$ cat src/rtl/fifo_pin_master_if.sv
// rtl/fifo_pin_master_if.sv - push/pop handshake bundle between fifo_pin_master and its user
interface fifo_pin_master_if;
  logic [5:0] s_data;
  logic       s_valid;
  logic       s_ready;
  logic [5:0] m_data;
  logic       m_valid;
  logic       m_ready;

  modport master (
    input  s_data, s_valid, m_ready,
    output s_ready, m_data, m_valid
  );

  modport slave (
    output s_data, s_valid, m_ready,
    input  s_ready, m_data, m_valid
  );
endinterface

$ cat src/rtl/fifo_pin_master.sv
// rtl/fifo_pin_master.sv - pin-level master driving an external registered FIFO device
// Optional occupancy counter output enabled by FIFO_PIN_MASTER_LEVEL_EN.
module fifo_pin_master #(
  parameter int RESET_CYCLES = 4
) (
  input  logic              clk,
  input  logic              reset_n,
  fifo_pin_master_if.master bus,
  input  logic              flush,
  output logic [7:0]        pin_out,
  input  logic [7:0]        pin_in,
`ifdef FIFO_PIN_MASTER_LEVEL_EN
  output logic [6:0]        level,
`endif
  output logic              busy
);
  localparam int CW = (RESET_CYCLES > 1) ? $clog2(RESET_CYCLES) : 1;
  localparam logic [CW-1:0] RST_LAST = CW'(RESET_CYCLES - 1);

  typedef enum logic [1:0] {ST_RST, ST_IDLE, ST_WRITE, ST_POP} state_t;
  typedef enum logic [1:0] {OP_NONE, OP_WRITE, OP_POP} op_t;

  state_t        state;
  state_t        next_state;
  op_t           last_op;
  logic          phase;
  logic [6:0]    pins_hi;
  logic [6:0]    next_pins;
  logic [CW-1:0] rst_cnt;
  logic          samp_ready;
  logic          samp_empty_n;
  logic          samp_pop;
  logic          pend_pop;
  logic          m_valid_r;
  logic [5:0]    m_data_r;
  logic          write_elig;
  logic          pop_grant;
  logic          pop_first;
  logic          s_ready_c;
  logic          write_take;
  logic          pop_take;
  logic          mv_rise;

  // Decisions are only taken in phase B, using the sample registered on entry to it.
  assign write_elig = phase && samp_ready && (state == ST_IDLE || state == ST_POP);
  assign pop_grant  = phase && pend_pop && (state == ST_IDLE || state == ST_WRITE);
  assign pop_first  = pop_grant && (last_op != OP_POP);
  assign s_ready_c  = write_elig && !pop_first && !flush;
  assign write_take = s_ready_c && bus.s_valid;
  assign pop_take   = pop_grant && !flush && !write_take;

  // Head is trusted only after two clean samples, neither taken during a POP cycle.
  assign mv_rise = pin_in[1] && samp_empty_n && !samp_pop && !m_valid_r && !pend_pop &&
                   (state != ST_POP) && (state != ST_RST);

  always_comb begin
    next_state = ST_IDLE;
    if (flush)
      next_state = ST_RST;
    else if (state == ST_RST)
      next_state = (rst_cnt == RST_LAST) ? ST_IDLE : ST_RST;
    else if (write_take)
      next_state = ST_WRITE;
    else if (pop_take)
      next_state = ST_POP;
  end

  always_comb begin
    next_pins = 7'b000_0000;
    case (next_state)
      ST_WRITE: next_pins = {bus.s_data, 1'b1};
      ST_POP:   next_pins = 7'b000_0110;
      ST_IDLE:  next_pins = 7'b000_0010;
      default:  next_pins = 7'b000_0000;
    endcase
  end

  always_ff @(posedge clk or negedge reset_n) begin
    if (!reset_n) begin
      state        <= ST_RST;
      last_op      <= OP_NONE;
      phase        <= 1'b0;
      pins_hi      <= '0;
      rst_cnt      <= '0;
      samp_ready   <= 1'b0;
      samp_empty_n <= 1'b0;
      samp_pop     <= 1'b0;
      pend_pop     <= 1'b0;
      m_valid_r    <= 1'b0;
      m_data_r     <= '0;
    end else begin
      phase <= ~phase;
      if (m_valid_r && bus.m_ready) begin
        m_valid_r <= 1'b0;
        pend_pop  <= 1'b1;
      end
      if (!phase) begin
        samp_ready   <= pin_in[0];
        samp_empty_n <= pin_in[1] && (state != ST_RST);
        samp_pop     <= (state == ST_POP);
        if (mv_rise) begin
          m_valid_r <= 1'b1;
          m_data_r  <= pin_in[7:2];
        end
      end else begin
        state   <= next_state;
        pins_hi <= next_pins;
        if (next_state != ST_RST || flush || state != ST_RST)
          rst_cnt <= '0;
        else
          rst_cnt <= rst_cnt + 1'b1;
        case (next_state)
          ST_WRITE: last_op <= OP_WRITE;
          ST_POP:   last_op <= OP_POP;
          ST_RST:   last_op <= OP_NONE;
          default:  last_op <= last_op;
        endcase
        if (pop_take)
          pend_pop <= 1'b0;
        if (flush) begin
          pend_pop  <= 1'b0;
          m_valid_r <= 1'b0;
        end
      end
    end
  end

`ifdef FIFO_PIN_MASTER_LEVEL_EN
  always_ff @(posedge clk or negedge reset_n) begin
    if (!reset_n)
      level <= '0;
    else if (state == ST_RST || (phase && flush))
      level <= '0;
    else if (phase && next_state == ST_WRITE && level != 7'd127)
      level <= level + 7'd1;
    else if (phase && next_state == ST_POP && level != 7'd0)
      level <= level - 7'd1;
  end
`endif

  assign pin_out     = {pins_hi, phase};
  assign busy        = (state == ST_RST);
  assign bus.s_ready = s_ready_c;
  assign bus.m_valid = m_valid_r;
  assign bus.m_data  = m_data_r;
endmodule

$ cat src/flat_wrapper.sv
// flat-port wrapper written by rule: the top's interface ports become plain ports
module fifo_pin_master_flat 
#(
  parameter int RESET_CYCLES = 4
)
  (clk, reset_n, flush, pin_out, pin_in, busy, bus_s_data, bus_s_valid, bus_m_ready, bus_s_ready, bus_m_data, bus_m_valid);
  fifo_pin_master_if bus_i ();
  input  logic clk;
  input  logic reset_n;
  input  logic flush;
  output logic [7:0] pin_out;
  input  logic [7:0] pin_in;
  output logic busy;
  input wire logic [$bits(bus_i.s_data)-1:0] bus_s_data;
  input wire logic [$bits(bus_i.s_valid)-1:0] bus_s_valid;
  input wire logic [$bits(bus_i.m_ready)-1:0] bus_m_ready;
  output wire logic [$bits(bus_i.s_ready)-1:0] bus_s_ready;
  output wire logic [$bits(bus_i.m_data)-1:0] bus_m_data;
  output wire logic [$bits(bus_i.m_valid)-1:0] bus_m_valid;
  assign bus_i.s_data = bus_s_data;
  assign bus_i.s_valid = bus_s_valid;
  assign bus_i.m_ready = bus_m_ready;
  assign bus_s_ready = bus_i.s_ready;
  assign bus_m_data = bus_i.m_data;
  assign bus_m_valid = bus_i.m_valid;
  fifo_pin_master #(.RESET_CYCLES(RESET_CYCLES)) u_core (.clk(clk), .reset_n(reset_n), .bus(bus_i), .flush(flush), .pin_out(pin_out), .pin_in(pin_in), .busy(busy));
endmodule
$ cat config.mk
export PLATFORM = sky130hd
export DESIGN_NAME = fifo_pin_master_flat
export DESIGN_NICKNAME = d
export VERILOG_FILES = /design/src/rtl/fifo_pin_master_if.sv /design/src/rtl/fifo_pin_master.sv /design/src/flat_wrapper.sv
export SDC_FILE = /design/constraint.sdc
export NUM_CORES = 1
export LEC_CHECK = 0
export BUFFER_PORTS_ARGS = -buffer_cell sky130_fd_sc_hd__buf_2
export CORE_UTILIZATION = 27
export CTS_BUF_LIST = sky130_fd_sc_hd__clkbuf_4
export DETAILED_ROUTE_END_ITERATION = 8
export PLACE_DENSITY = 0.52
export SYNTH_ARGS = -nofsm -noshare
export SYNTH_HDL_FRONTEND = slang
export SYNTH_SLANG_ARGS = --single-unit
$ cat constraint.sdc
create_clock -name clk -period 2 [get_ports clk]
set_clock_uncertainty 0.05 [all_clocks]
set_input_delay 0.3 -clock clk [delete_from_list [all_inputs] [get_ports clk]]
set_output_delay 0.3 -clock clk [all_outputs]
set_load 0.02 [all_outputs]
* Word-level counts from Yosys, hierarchy flattened
Index checks and enable logic that the tools add are counted.
** Cells by class
- Add/sub/neg operators :: 1
- Multipliers :: 0
- Divide/modulo/power cells :: 0
- Order comparisons :: 0
- Equality and inequality tests :: 9
- Shift operators :: 0
- Multiplexer cells :: 16
- Bitwise logic cells :: 1
- Reduce and logical (&&, ||, !) cells :: 35
** Operator list (count)
- $pmux W7 S3 :: 1
- $logic_and A1 B1 Y1 :: 18
- $eq A2 B2 Y1 const B :: 5
- $mux W2 :: 5
- $mux W1 :: 9
- $logic_not A1 Y1 :: 6
- $pmux W2 S3 :: 1
- $eq A2 B1 Y1 const B :: 2
- $logic_not A2 Y1 :: 2
- $logic_or A1 B1 Y1 :: 4
- $ne A2 B2 Y1 const B :: 2
- $reduce_and A2 Y1 :: 2
- $reduce_bool A2 Y1 :: 2
- $reduce_bool A3 Y1 :: 1
- $add A2 B1 Y2 const B :: 1
- $not A1 Y1 :: 1
** Word-level totals
- Flip-flop bits (word level) :: 25
- Bits in latches :: 0
- Memory bits (writable) :: 0
- Bits in read-only memories :: 0
- Input bits :: 19
- Output and inout bits :: 17
- Logic and storage cells :: 73
- Memories kept :: 0

* Longest topological paths before layout
Gate-level depths: netlist (run 1).
- Word-level depth :: 18
- Gate-level depth with buffers :: 9

* Worst setup path after synthesis (run 1)
OpenSTA, ideal clock, no wires.
- Kind :: register to register
- From :: register u_core.state[0]
- To :: register u_core.last_op[0]
- Setup time :: 125 ps
- Arrival :: 1998 ps
- Setup slack :: -173 ps
- Cell stages (with the launch flop) :: 9
- Cells stage by stage :: dfrtp_1 inv_1 ha_1 and3_1 a211oi_1 nor2_1 ha_1 nor2_1 mux2_2
** Between the ends
- Elaborated cells on any way between the ends :: 26
- Those cells by class :: 5 x eq/ne; 5 x mux; 16 x reduce/logical
** RTL lines
- from (decl) :: line fifo_pin_master.sv:23 : state_t state;
- from (signal assigned) :: line fifo_pin_master.sv:106 : state <= next_state;
- $eq A2 B1 Y1 / $eq A2 B2 Y1 (equally long branches) :: line fifo_pin_master.sv:45, fifo_pin_master.sv:46
- $logic_or A1 B1 Y1 :: line fifo_pin_master.sv:46 : assign pop_grant = phase && pend_pop && (state == ST_IDLE || state == ST_WRITE);
- $logic_and A1 B1 Y1 :: line fifo_pin_master.sv:46
- $logic_and A1 B1 Y1 :: line fifo_pin_master.sv:47 : assign pop_first = pop_grant && (last_op != OP_POP);
- $logic_not A1 Y1 :: line fifo_pin_master.sv:48 : assign s_ready_c = write_elig && !pop_first && !flush;
- $logic_and A1 B1 Y1 (2 in series) :: line fifo_pin_master.sv:48
- $logic_and A1 B1 Y1 :: line fifo_pin_master.sv:49 : assign write_take = s_ready_c && bus.s_valid;
- $mux W2 :: line fifo_pin_master.sv:62 : else if (write_take)
- $mux W2 * :: line fifo_pin_master.sv:60 : else if (state == ST_RST)
- $mux W2 * :: line fifo_pin_master.sv:58 : if (flush)
- net u_core.next_state[0] :: line fifo_pin_master.sv:24 : state_t next_state;
- $eq A2 B2 Y1 / $logic_not A2 Y1 (equally long branches) :: line fifo_pin_master.sv:112 : case (next_state)
- $reduce_bool A3 Y1 (no source line)
- $reduce_and A2 Y1 (no source line)
- to (signal assigned) :: line fifo_pin_master.sv:116 : default: last_op <= last_op;
- to (decl) :: line fifo_pin_master.sv:25 : op_t last_op;
The timed path passes the listed nets; every way through them passes the cells marked *.
A chain may end at the register's enable or synchronous reset.

* Worst setup path after layout (run 1)
- From :: register u_core.state[0]
- To :: register u_core.rst_cnt[0]
** Between the ends
- Longest elaborated chain between the ends :: 18
- Elaborated cells on any way between the ends :: 25
- Those cells by class :: 3 x eq/ne; 5 x mux; 17 x reduce/logical
** Ends and longest elaborated chain
- $eq A2 B1 Y1 / $eq A2 B2 Y1 (equally long branches) :: line fifo_pin_master.sv:45, fifo_pin_master.sv:46
- $logic_or A1 B1 Y1 :: line fifo_pin_master.sv:46
- $logic_and A1 B1 Y1 :: line fifo_pin_master.sv:46
- $logic_and A1 B1 Y1 :: line fifo_pin_master.sv:47
- $logic_not A1 Y1 :: line fifo_pin_master.sv:48
- $logic_and A1 B1 Y1 (2 in series) :: line fifo_pin_master.sv:48
- $logic_and A1 B1 Y1 :: line fifo_pin_master.sv:49
- $logic_not A1 Y1 :: line fifo_pin_master.sv:50 : assign pop_take = pop_grant && !flush && !write_take;
- $logic_and A1 B1 Y1 :: line fifo_pin_master.sv:50
- $mux W2 :: line fifo_pin_master.sv:64 : else if (pop_take)
- $mux W2 :: line fifo_pin_master.sv:62
- $mux W2 :: line fifo_pin_master.sv:60
- $mux W2 :: line fifo_pin_master.sv:58
- $reduce_bool A2 Y1 :: line fifo_pin_master.sv:108 : if (next_state != ST_RST || flush || state != ST_RST)
- $logic_or A1 B1 Y1 :: line fifo_pin_master.sv:108
- $logic_or A1 B1 Y1 * :: line fifo_pin_master.sv:108
- $mux W2 * :: line fifo_pin_master.sv:108
- to (signal assigned) :: line fifo_pin_master.sv:111 : rst_cnt <= rst_cnt + 1'b1;
- to (decl) :: line fifo_pin_master.sv:29 : logic [CW-1:0] rst_cnt;
Mark *: on every way between the ends. The rest lies on a longest branch, timed or not.

==> results.txt, run 1 <==
Outcome - finished, violations left
Violated checks - negative setup slack
Worst r2r dst - u_core.rst_cnt[0]$_DFFE_PN0P_
Min-Delay Path Class - in2reg
Crit path required time - 2.17 ns
Final period util - 1.052
Worst slew pin tran - 0.5896 ns
Synth-to-layout area growth - 48.13%
CP Capture Type - flop
Syn_nets - 130
Worst relative slew slack - 0.6069
Max VDD drop - 210.0 µV
Asr flop ratio synth - 1.000
Mapped Area - 1235 µm²
Final Max Tran Viols - 0
Die Y - 69.63 µm
CP arrival - 2.27 ns
Static leakage - 0.9380 nW
Total global-route track usage - 0.1284
First DRT Iteration DRCs - 20
GP Congestion - 0.7537
DP Worst Slack - -0.1259 ns
Worst-case clock buffer depth - 2
Largest net degree at the start of global routing - 26
Crit path launch - u_core.state[0]$_DFFE_PN0P_
Total iterations of the first detailed-routing run - 2
First-pass GRT wire length - 4988 µm
CTS Buf Count - 3
Max FO, Critical Path - 3
Core Footprint - 4384 µm²
Final Hold Fails - 0
ANT nets after route - 0
Filler instances - 423
Unique masters post-synth - 29
CP Launch Type - flop
Worst R2R Setup Slack - -0.10 ns
Clock tree from TritonCTS - built
Synth Register Bits - 25
Synth warn - 0
Root Driver - clkbuf_4
Fin nets - 187
Final WL - 2978 µm
Post-synth EDFFs - 0
Top_reg_cell synth - dfrtp_1
Number of global-route vias before repair - 1010
Starting Density - 0.2817
Worst Setup EP - u_core.rst_cnt[0]$_DFFE_PN0P_
Initial antenna violation count - 0
Die ar. - 4848 µm²
Clk_lat worst skew - 0.31 ns
Post-Syn Instances - 101
Final worst setup slack - -0.1046 ns
R2R cell count - 9
CTS Sinks - 25
Fmax - 475.1 MHz
Die X - 69.63 µm
Routed len/inst - 14.25 µm
Maxcap violations - 0
IO buf count - 35
Routed vias/inst - 4.794
Final Core Density - 0.4172
Via count - 1002
H-tree level count - 1
Worst reg2reg path startpoint - u_core.state[0]$_DFFE_PN0P_
Crit path kind - reg2reg
Rows - 24
Share of cells above drive strength 1 - 0.5924
Grt total ovfl - 0
Post-DP HPWL - 2144 µm
Synth Area per Inst - 12.23 µm²
I/O pin count - 36
Antenna Cells - 0
Reg clk slew, reported paths - 0.13 ns
# DRC - 0
Min Tclk post-route - 2.105 ns
RSZ-0062 raised after global routing - true
Power Density - 534.6 nW/µm²
Endpoints failing setup - 12
Sequential area share after synthesis - 0.5066
worst min-delay path by stage:
stage                              from                               end  slack [ns]  cells after the start
after floorplan                 reset_n  u_core.bus.m_data[0]$_DFFE_PN0P_       -0.05                      0
after global placement          reset_n  u_core.bus.m_data[0]$_DFFE_PN0P_        0.27                      1
after detailed placement        reset_n  u_core.bus.m_data[2]$_DFFE_PN0P_        0.29                      1
after CTS                 bus_s_data[4]     u_core.pins_hi[5]$_DFFE_PN0P_        0.13                      3
after global routing          pin_in[0]     u_core.samp_ready$_DFFE_PN0N_        0.13                      2
final                         pin_in[0]     u_core.samp_ready$_DFFE_PN0N_        0.15                      2
registers in the layout, summed over array words and instances, names as in the netlist, 2 cells and up:
name	flops
u_core.pins_hi	7
u_core.bus.m_data	6
u_core.state	2
u_core.last_op	2
u_core.rst_cnt	2
per-stage QoR:
stage / power (mW) / setup TNS, ns / hold slack (ns) / area, µm² / instances
finish: 0.9780 / -0.3379 / 0.1541 / 1829 / 209
global route: 1.044 / -1.146 / 0.1298 / 1829 / 209
CTS: 0.9975 / -0.6609 / 0.1320 / 1810 / 210
detailed placement: 0.7268 / -0.8577 / 0.2901 / 1620 / 198
global placement: 0.7172 / -0.4943 / 0.2704 / 1620 / 198
floorplan: 0.6543 / 0 / -0.04559 / 1301 / 101
area by class of cell:
type / count / area [µm²] / area share
Clock buffer: 3 / 22.52 / 0.01231
Clock inverter: 1 / 5.005 / 0.002736
Inverter: 5 / 21.27 / 0.01163
Multi-Input combinational cell: 67 / 740.7 / 0.4049
Sequential cell: 25 / 625.6 / 0.3420
Tap cell: 52 / 65.06 / 0.03557
Timing Repair Buffer: 56 / 349.1 / 0.1908
power by group:
part	total [mW]	internal, mW	switching, mW	leakage (nW)
Clock	0.225	0.0748	0.150	0.0177
Sequential	0.549	0.531	0.0184	0.333
Combinational	0.204	0.106	0.0979	0.587
logic make-up after synthesis:
| logic type | Yosys count | synth area share |
|---|---|---|
| flip-flops | 25 | 0.5066 |
| AND/OR/NAND/NOR | 25 | 0.1054 |
| multiplexers | 12 | 0.1277 |
| buffers and inverters | 9 | 0.03646 |
| adder cells (fa/ha/maj) | 10 | 0.1013 |
| AO/OA/AOI/OAI | 20 | 0.1226 |
routing by layer:
layer	track usage	routed length, µm	up-vias
li1	-	-	471
met1	0.1676	1293	506
met2	0.2136	1537	23
met3	0.03052	123	2
met4	0.03333	24	0
met5	0	0	-
repair_timing:
item	4_1_cts	5_1_grt
setup buffers	7	0
hold endpoints to repair	25	0
cloned	0	0
pin swaps	7	6
resized for setup	19	7
setup endpoints to repair	18	18
hold buffers	1	0
critical path, stage by stage, from the launching register on:
cell and delay, ns:
dfrtp_1 0.44, buf_6 0.14, ha_4 0.16, o2111ai_4 0.26, a211oi_4 0.07, or2_4 0.28, ha_4 0.17, nand3b_1 0.11
nor2_1 0.07, mux2_4 0.25
cell usage in the layout (no fill, tap or decap), types with 2 or more instances in the layout:
| cell type | count |
|---|---|
| buf_2 | 34 |
| dfrtp_1 | 25 |
| buf_4 | 18 |
| mux2_4 | 10 |
| nand2_1 | 9 |
| o2bb2ai_1 | 5 |
| ha_4 | 5 |
| ha_1 | 4 |
| nand2b_1 | 3 |
| o21ai_0 | 3 |
| clkbuf_4 | 3 |
| buf_6 | 3 |
| inv_2 | 2 |
| a211oi_4 | 2 |
| a21o_1 | 2 |
| nand3b_1 | 2 |
| nor2_1 | 2 |
| mux2_2 | 2 |
cell usage after synthesis (3+ instances only):
library cell   n  area share
nor2_1         4       0.012
o2bb2ai_1      6       0.043
ha_1          10        0.10
a211oi_1       3       0.018
nand2_1        9       0.027
nand2b_1       4       0.020
mux2_2         6       0.055
mux2_4         6       0.073
o21ai_0        3       0.012
dfrtp_1       25        0.51
inv_1          4       0.012
Note: power is estimated with default switching activity, not from simulation.
==> run 2: changes to the inputs <==
- CELL_PAD_IN_SITES_DETAIL_PLACEMENT: default -> 1
- CELL_PAD_IN_SITES_GLOBAL_PLACEMENT: default -> 1
- PLACE_DENSITY: 0.52 -> 0.62
==> results.txt, run 2 (same netlist as run 1, synthesis figures left out) <==
Critical Path Max Stage Delay - 0.48 ns (was 0.44 ns)
Root Driver - clkbuf_4 (unchanged)
Fmax - 469.5 MHz (was 475.1 MHz)
H-tree level count - 1 (unchanged)
I/O pin count - 36 (unchanged)
Worst r2r dst - u_core.pins_hi[1]$_DFFE_PN0P_ (was u_core.rst_cnt[0]$_DFFE_PN0P_)
GP Congestion - 0.7290 (was 0.7537)
CP arrival - 2.31 ns (was 2.27 ns)
First-pass GRT wire length - 5630 µm (was 4988 µm)
Worst-case clock buffer depth - 2 (unchanged)
Worst relative slew slack - 0.6151 (was 0.6069)
Final Max Tran Viols - 0 (unchanged)
First DRT Iteration DRCs - 31 (was 20)
Final period util - 1.065 (was 1.052)
Critical-path top delay cell - dfrtp_2 (was dfrtp_1)
Crit path required time - 2.18 ns (was 2.17 ns)
Hold path cells - 2 (unchanged)
Crit-path cells - inv_2, ha_4, and3_4, a211oi_4, or2_4, ha_4, nand2b_4, a2bb2oi_2, o31ai_2 (was buf_6, ha_4, o2111ai_4, a211oi_4, or2_4, ha_4, nand3b_1, nor2_1, mux2_4)
Max VDD drop - 298.5 µV (was 210.0 µV)
Die ar. - 4848 µm² (unchanged)
Total iterations of the first detailed-routing run - 3 (was 2)
Total global-route track usage - 0.1492 (was 0.1284)
Violated checks - negative setup slack (unchanged)
Reg clk slew, reported paths - 0.15 ns (was 0.13 ns)
Fin nets - 186 (was 187)
Hold path startpoint - pin_in[3] (was pin_in[0])
Crit path kind - reg2reg (unchanged)
Commonest non-fill, non-tap cell in the layout - buf_2 (unchanged)
Endpoints failing setup - 10 (was 12)
Worst reg2reg path startpoint - u_core.state[0]$_DFFE_PN0P_ (unchanged)
Rows - 24 (unchanged)
Number of global-route vias before repair - 1116 (was 1010)
Worst hold endpoint - u_core.bus.m_data[1]$_DFFE_PN0P_ (was u_core.samp_ready$_DFFE_PN0N_)
Worst R2R Setup Slack - -0.13 ns (was -0.10 ns)
Power Total - 0.9962 mW (was 0.9780 mW)
Max reg flops - 7 (unchanged)
Final Hold Fails - 0 (unchanged)
Via count - 979 (was 1002)
Clk_lat worst skew - 0.33 ns (was 0.31 ns)
Post-DP HPWL - 2313 µm (was 2144 µm)
# DRC - 0 (unchanged)
Clock tree from TritonCTS - built (unchanged)
Most frequent cells in the layout - 34 x buf_2, 24 x dfrtp_1, 18 x buf_4, 9 x nand2_1, 8 x mux2_4 (was 34 x buf_2, 25 x dfrtp_1, 18 x buf_4, 10 x mux2_4, 9 x nand2_1)
Design area - 1831 µm² (was 1829 µm²)
Synth-to-layout area growth - 48.23% (was 48.13%)
CP Launch Type - flop (unchanged)
Min-Delay Path Class - in2reg (unchanged)
Routed len/inst - 15.68 µm (was 14.25 µm)
Die Y - 69.63 µm (unchanged)
Core Footprint - 4384 µm² (unchanged)
Critical path's most frequent cell - ha_4 (unchanged)
Min Tclk post-route - 2.130 ns (was 2.105 ns)
Antenna Cells - 0 (unchanged)
Area post-placement - 1598 µm² (was 1620 µm²)
Worst slew pin tran - 0.5774 ns (was 0.5896 ns)
CP Capture Type - flop (unchanged)
Setup TNS - -0.8062 ns (was -0.3379 ns)
R2R cell count - 9 (unchanged)
Maxcap violations - 0 (unchanged)
Largest net degree at the start of global routing - 26 (unchanged)
RSZ-0062 raised after global routing - true (unchanged)
Final worst hold slack - 0.1379 ns (was 0.1541 ns)
Final WL - 3261 µm (was 2978 µm)
Final worst setup slack - -0.1298 ns (was -0.1046 ns)
Power Density - 544.2 nW/µm² (was 534.6 nW/µm²)
Initial antenna violation count - 0 (unchanged)
ANT nets after route - 0 (unchanged)
Share of cells above drive strength 1 - 0.6282 (was 0.5924)
IO buf count - 35 (unchanged)
Die X - 69.63 µm (unchanged)
CTS Sinks - 25 (unchanged)
Largest reg by FF count - u_core.pins_hi (unchanged)
CTS Buf Count - 3 (unchanged)
Grt total ovfl - 0 (unchanged)
Static leakage - 0.9286 nW (was 0.9380 nW)
Routed vias/inst - 4.707 (was 4.794)
Outcome - finished, violations left (unchanged)
Max FO, Critical Path - 4 (was 3)
Starting Density - 0.2817 (unchanged)
[run 2: changes by cell type in the layout (fill, tap and decap cells not counted), sizes merged]
cell / change
buf: -1
clkinv: -1
clkinvlp: +1
[run 2: metal layers]
metal | vias up | global-route usage | wire length, µm
met3 | 2 | 0.04070 | 154
li1 | 472 | - | -
met5 | - | 0 | 0
met4 | 0 | 0.03333 | 18
met1 | 479 | 0.1912 | 1468
met2 | 26 | 0.2513 | 1619
[run 2: repair_timing]
action / CTS / global route
pin swaps: 8 / 8
setup endpoints to repair: 18 / 18
setup buffers: 6 / 3
endpoints found under the hold margin: 25 / 0
hold buffers: 1 / 0
resized for setup: 15 / 12
[run 2: worst max path at each step]
stage | from | to | depth (start not counted)
after floorplan | u_core.phase$_DFF_PN0_ | u_core.bus.m_data[0]$_DFFE_PN0P_ | 4
after global placement | u_core.state[0]$_DFFE_PN0P_ | u_core.pins_hi[1]$_DFFE_PN0P_ | 9
after detailed placement | u_core.state[1]$_DFFE_PN0P_ | u_core.pins_hi[1]$_DFFE_PN0P_ | 9
after CTS | u_core.state[0]$_DFFE_PN0P_ | u_core.pins_hi[1]$_DFFE_PN0P_ | 9
after global routing | u_core.state[1]$_DFFE_PN0P_ | u_core.pins_hi[1]$_DFFE_PN0P_ | 9
final | u_core.state[0]$_DFFE_PN0P_ | u_core.pins_hi[1]$_DFFE_PN0P_ | 9
[run 2: stage by stage]
stage / setup WS, ns / utilization / cells
6_report: -0.1298 / 0.4175 / 208
5_1_grt: -0.2104 / 0.4175 / 208
4_1_cts: -0.1334 / 0.4021 / 206
3_5_place_dp: -0.1918 / 0.3644 / 195
3_3_place_gp: -0.1198 / 0.3644 / 195
2_1_floorplan: 0.009932 / - / 101
[run 2: worst max-delay path, delay by kind of cell, from the launching register on]
kind,cells,cell delay [ns]
DFF,1,0.48
buffers and inverters,1,0.08
adders and majority gates,2,0.35
AOI/OAI and AO/OA,3,0.55
and+or+nand+nor,3,0.51
[run 2: cell type report]
| class | instances | area [µm²] |
|---|---|---|
| Timing Repair Buffer | 55 | 337.8 |
| Fill cell | 477 | 2554 |
| Multi-Input combinational cell | 67 | 752.0 |
| Clock inverter | 1 | 7.507 |
| Tap cell | 52 | 65.06 |
| Sequential cell | 25 | 626.9 |
| Clock buffer | 3 | 22.52 |
| Inverter | 5 | 18.77 |
[run 2: report_power, final]
group	internal, mW	switching (mW)	leakage, nW
sequential	0.531	0.0196	0.331
clock	0.0766	0.167	0.0139
combinational	0.104	0.0975	0.583
total	0.712	0.284	0.929
==> run 3: changes to the inputs <==
- CORE_UTILIZATION: 27 -> 30
- PLACE_DENSITY: 0.62 -> 0.65
- clock period: 2 -> 2.54 ns (I/O delays scaled with it)
==> results.txt, run 3 (same netlist as run 1, synthesis figures left out) <==
Outcome - completed (was finished, violations left)
Max VDD drop - 293.2 µV (was 298.5 µV)
Worst slew pin tran - 0.5616 ns (was 0.5774 ns)
Largest reg by FF count - u_core.pins_hi (unchanged)
Most frequent cells in the layout - 35 x buf_2, 25 x dfrtp_1, 10 x ha_1, 9 x nand2_1 (was 34 x buf_2, 24 x dfrtp_1, 18 x buf_4, 9 x nand2_1, 8 x mux2_4)
CTS Sinks - 25 (unchanged)
Crit-path cells - ha_1, o2111ai_1, a211oi_2, or2_2, ha_1, nand2b_1, buf_4, o2bb2ai_1 (was inv_2, ha_4, and3_4, a211oi_4, or2_4, ha_4, nand2b_4, a2bb2oi_2, o31ai_2)
IO buf count - 35 (unchanged)
Via count - 904 (was 979)
Max reg flops - 7 (unchanged)
Fmax - 433.0 MHz (was 469.5 MHz)
First-pass GRT wire length - 4512 µm (was 5630 µm)
Static leakage - 0.8065 nW (was 0.9286 nW)
Total iterations of the first detailed-routing run - 4 (was 3)
Crit path kind - reg2reg (unchanged)
M3 GR Usage - 0.04483 (was 0.04070)
GRT busiest layer - met2 (unchanged)
Met1 usage - 0.1833 (was 0.1912)
H-tree level count - 1 (unchanged)
Total global-route track usage - 0.1399 (was 0.1492)
Final period util - 0.9092 (was 1.065)
CTS Buf Count - 3 (unchanged)
# DRC - 0 (unchanged)
Worst-case clock buffer depth - 2 (unchanged)
Routed vias/inst - 4.834 (was 4.707)
Power Density - 483.4 nW/µm² (was 544.2 nW/µm²)
Clk_lat worst skew - 0.33 ns (about the same)
GP Congestion - 0.7393 (was 0.7290)
Commonest non-fill, non-tap cell in the layout - buf_2 (unchanged)
Core Footprint - 3799 µm² (was 4384 µm²)
RSZ-0062 raised after global routing - false (was true)
Die ar. - 4377 µm² (was 4848 µm²)
Sequential Power Share - 0.594 (was 0.553)
Worst relative slew slack - 0.6256 (was 0.6151)
Final Hold Fails - 0 (unchanged)
Starting Density - 0.3251 (was 0.2817)
CP Launch Type - flop (unchanged)
P_sw - 0.1955 mW (was 0.2844 mW)
Global-route track usage on met2 - 0.2270 (was 0.2513)
Synth-to-layout area growth - 21.78% (was 48.23%)
I/O pin count - 36 (unchanged)
Maxcap violations - 0 (unchanged)
Clock share of power - 0.252 (was 0.245)
Setup TNS - 0 ns (was -0.8062 ns)
Switching Share - 0.2689 (was 0.2855)
Die Y - 66.16 µm (was 69.63 µm)
Final Max Tran Viols - 0 (unchanged)
Root Driver - clkbuf_4 (unchanged)
Post-CTS Setup Bufs - 0 (was 6)
Routed len/inst - 14.61 µm (was 15.68 µm)
Critical-path top delay cell - dfrtp_1 (was dfrtp_2)
Final worst hold slack - 0.2242 ns (was 0.1379 ns)
Fin nets - 169 (was 186)
Number of global-route vias before repair - 944 (was 1116)
Final WL - 2732 µm (was 3261 µm)
Initial antenna violation count - 0 (unchanged)
Max FO, Critical Path - 4 (unchanged)
Crit path required time - 2.74 ns (was 2.18 ns)
CP Capture Type - flop (unchanged)
Share of cells above drive strength 1 - 0.3957 (was 0.6282)
Rows - 22 (was 24)
Critical Path Max Stage Delay - 0.44 ns (was 0.48 ns)
Die X - 66.16 µm (was 69.63 µm)
Critical path's most frequent cell - ha_1 (was ha_4)
CP arrival - 2.51 ns (was 2.31 ns)
Min Tclk post-route - 2.309 ns (was 2.130 ns)
Logic gate share of total power - 0.154 (was 0.202)
ANT nets after route - 0 (unchanged)
Antenna Cells - 0 (unchanged)
Endpoints failing setup - 0 (was 10)
Min-Delay Path Class - in2reg (unchanged)
Internal Dissipation - 0.5315 mW (was 0.7118 mW)
Clock tree from TritonCTS - built (unchanged)
Reg clk slew, reported paths - 0.15 ns (about the same)
Grt total ovfl - 0 (unchanged)
Largest net degree at the start of global routing - 26 (unchanged)
First DRT Iteration DRCs - 19 (was 31)
Post-DP HPWL - 2093 µm (was 2313 µm)
==> run 3: path summary, 6_finish.rpt <==
check | endpoint | slack [ns] | startpoint | cells past startpoint
setup / recovery | u_core.pins_hi[5]$_DFFE_PN0P_ | 0.23 | u_core.state[0]$_DFFE_PN0P_ | 8
hold / removal | u_core.bus.m_data[3]$_DFFE_PN0P_ | 0.22 | pin_in[5] | 2
setup reg to reg | u_core.pins_hi[5]$_DFFE_PN0P_ | 0.23 | u_core.state[0]$_DFFE_PN0P_ | 8
hold reg to reg | u_core.pins_hi[2]$_DFFE_PN0P_ | 0.45 | u_core.pins_hi[2]$_DFFE_PN0P_ | 1
max in group asynchronous | u_core.last_op[0]$_DFFE_PN0P_ | 1.55 | reset_n | 2
min in group asynchronous | u_core.rst_cnt[0]$_DFFE_PN0P_ | 0.51 | reset_n | 2
==> run 3: critical path, delay by kind of cell, from the launching register on <==
family | cells | cell delay (ns)
AOI/OAI and AO/OA | 3 | 0.59
adders and majority gates | 2 | 0.50
and+or+nand+nor | 2 | 0.50
DFF | 1 | 0.44
buffers and inverters | 1 | 0.15
==> run 3: area by class of cell <==
| type | count | area [µm²] |
|---|---|---|
| flip-flops and latches | 25 | 625.6 |
| multi-input cells | 67 | 569.3 |
| clock buffers | 3 | 22.52 |
| well taps | 48 | 60.06 |
| inverters | 5 | 18.77 |
| fillers | 441 | 2295 |
| clock inverters | 1 | 7.507 |
| repair buffers | 38 | 200.2 |
==> run 3: power groups by stage <==
stage          clock [mW]  combinational (mW)  sequential, mW
2_1_floorplan           0              0.0559           0.447
3_3_place_gp            0               0.108           0.436
3_5_place_dp            0               0.113           0.439
4_1_cts             0.193               0.114           0.432
5_1_grt             0.207               0.126           0.434
6_report            0.184               0.112           0.432
==> run 3: repair_timing <==
| item | 4_1_cts | 5_1_grt |
|---|---|---|
| hold buffers | 1 | 0 |
| setup endpoints to repair | 0 | 3 |
| gates resized for setup | 0 | 1 |
| endpoints found under the hold margin | 25 | 0 |
==> run 3: metal layers <==
| metal | vias to the layer above | wire (µm) |
|---|---|---|
| met3 | 4 | 176 |
| met4 | 0 | 26 |
| met1 | 436 | 1273 |
| li1 | 437 | - |
| met5 | - | 0 |
| met2 | 27 | 1255 |
==> run 3: per-stage QoR <==
stage	setup WS [ns]	util	cell area, µm²	cells	power [mW]
after floorplan	0.3673	-	1235	101	0.5030
after global placement	0.2381	0.3841	1459	182	0.5440
after detailed placement	0.1334	0.3841	1459	182	0.5515
after CTS	0.1074	0.3946	1499	187	0.7387
after global routing	0.09867	0.3959	1504	187	0.7679
final	0.2307	0.3959	1504	187	0.7270
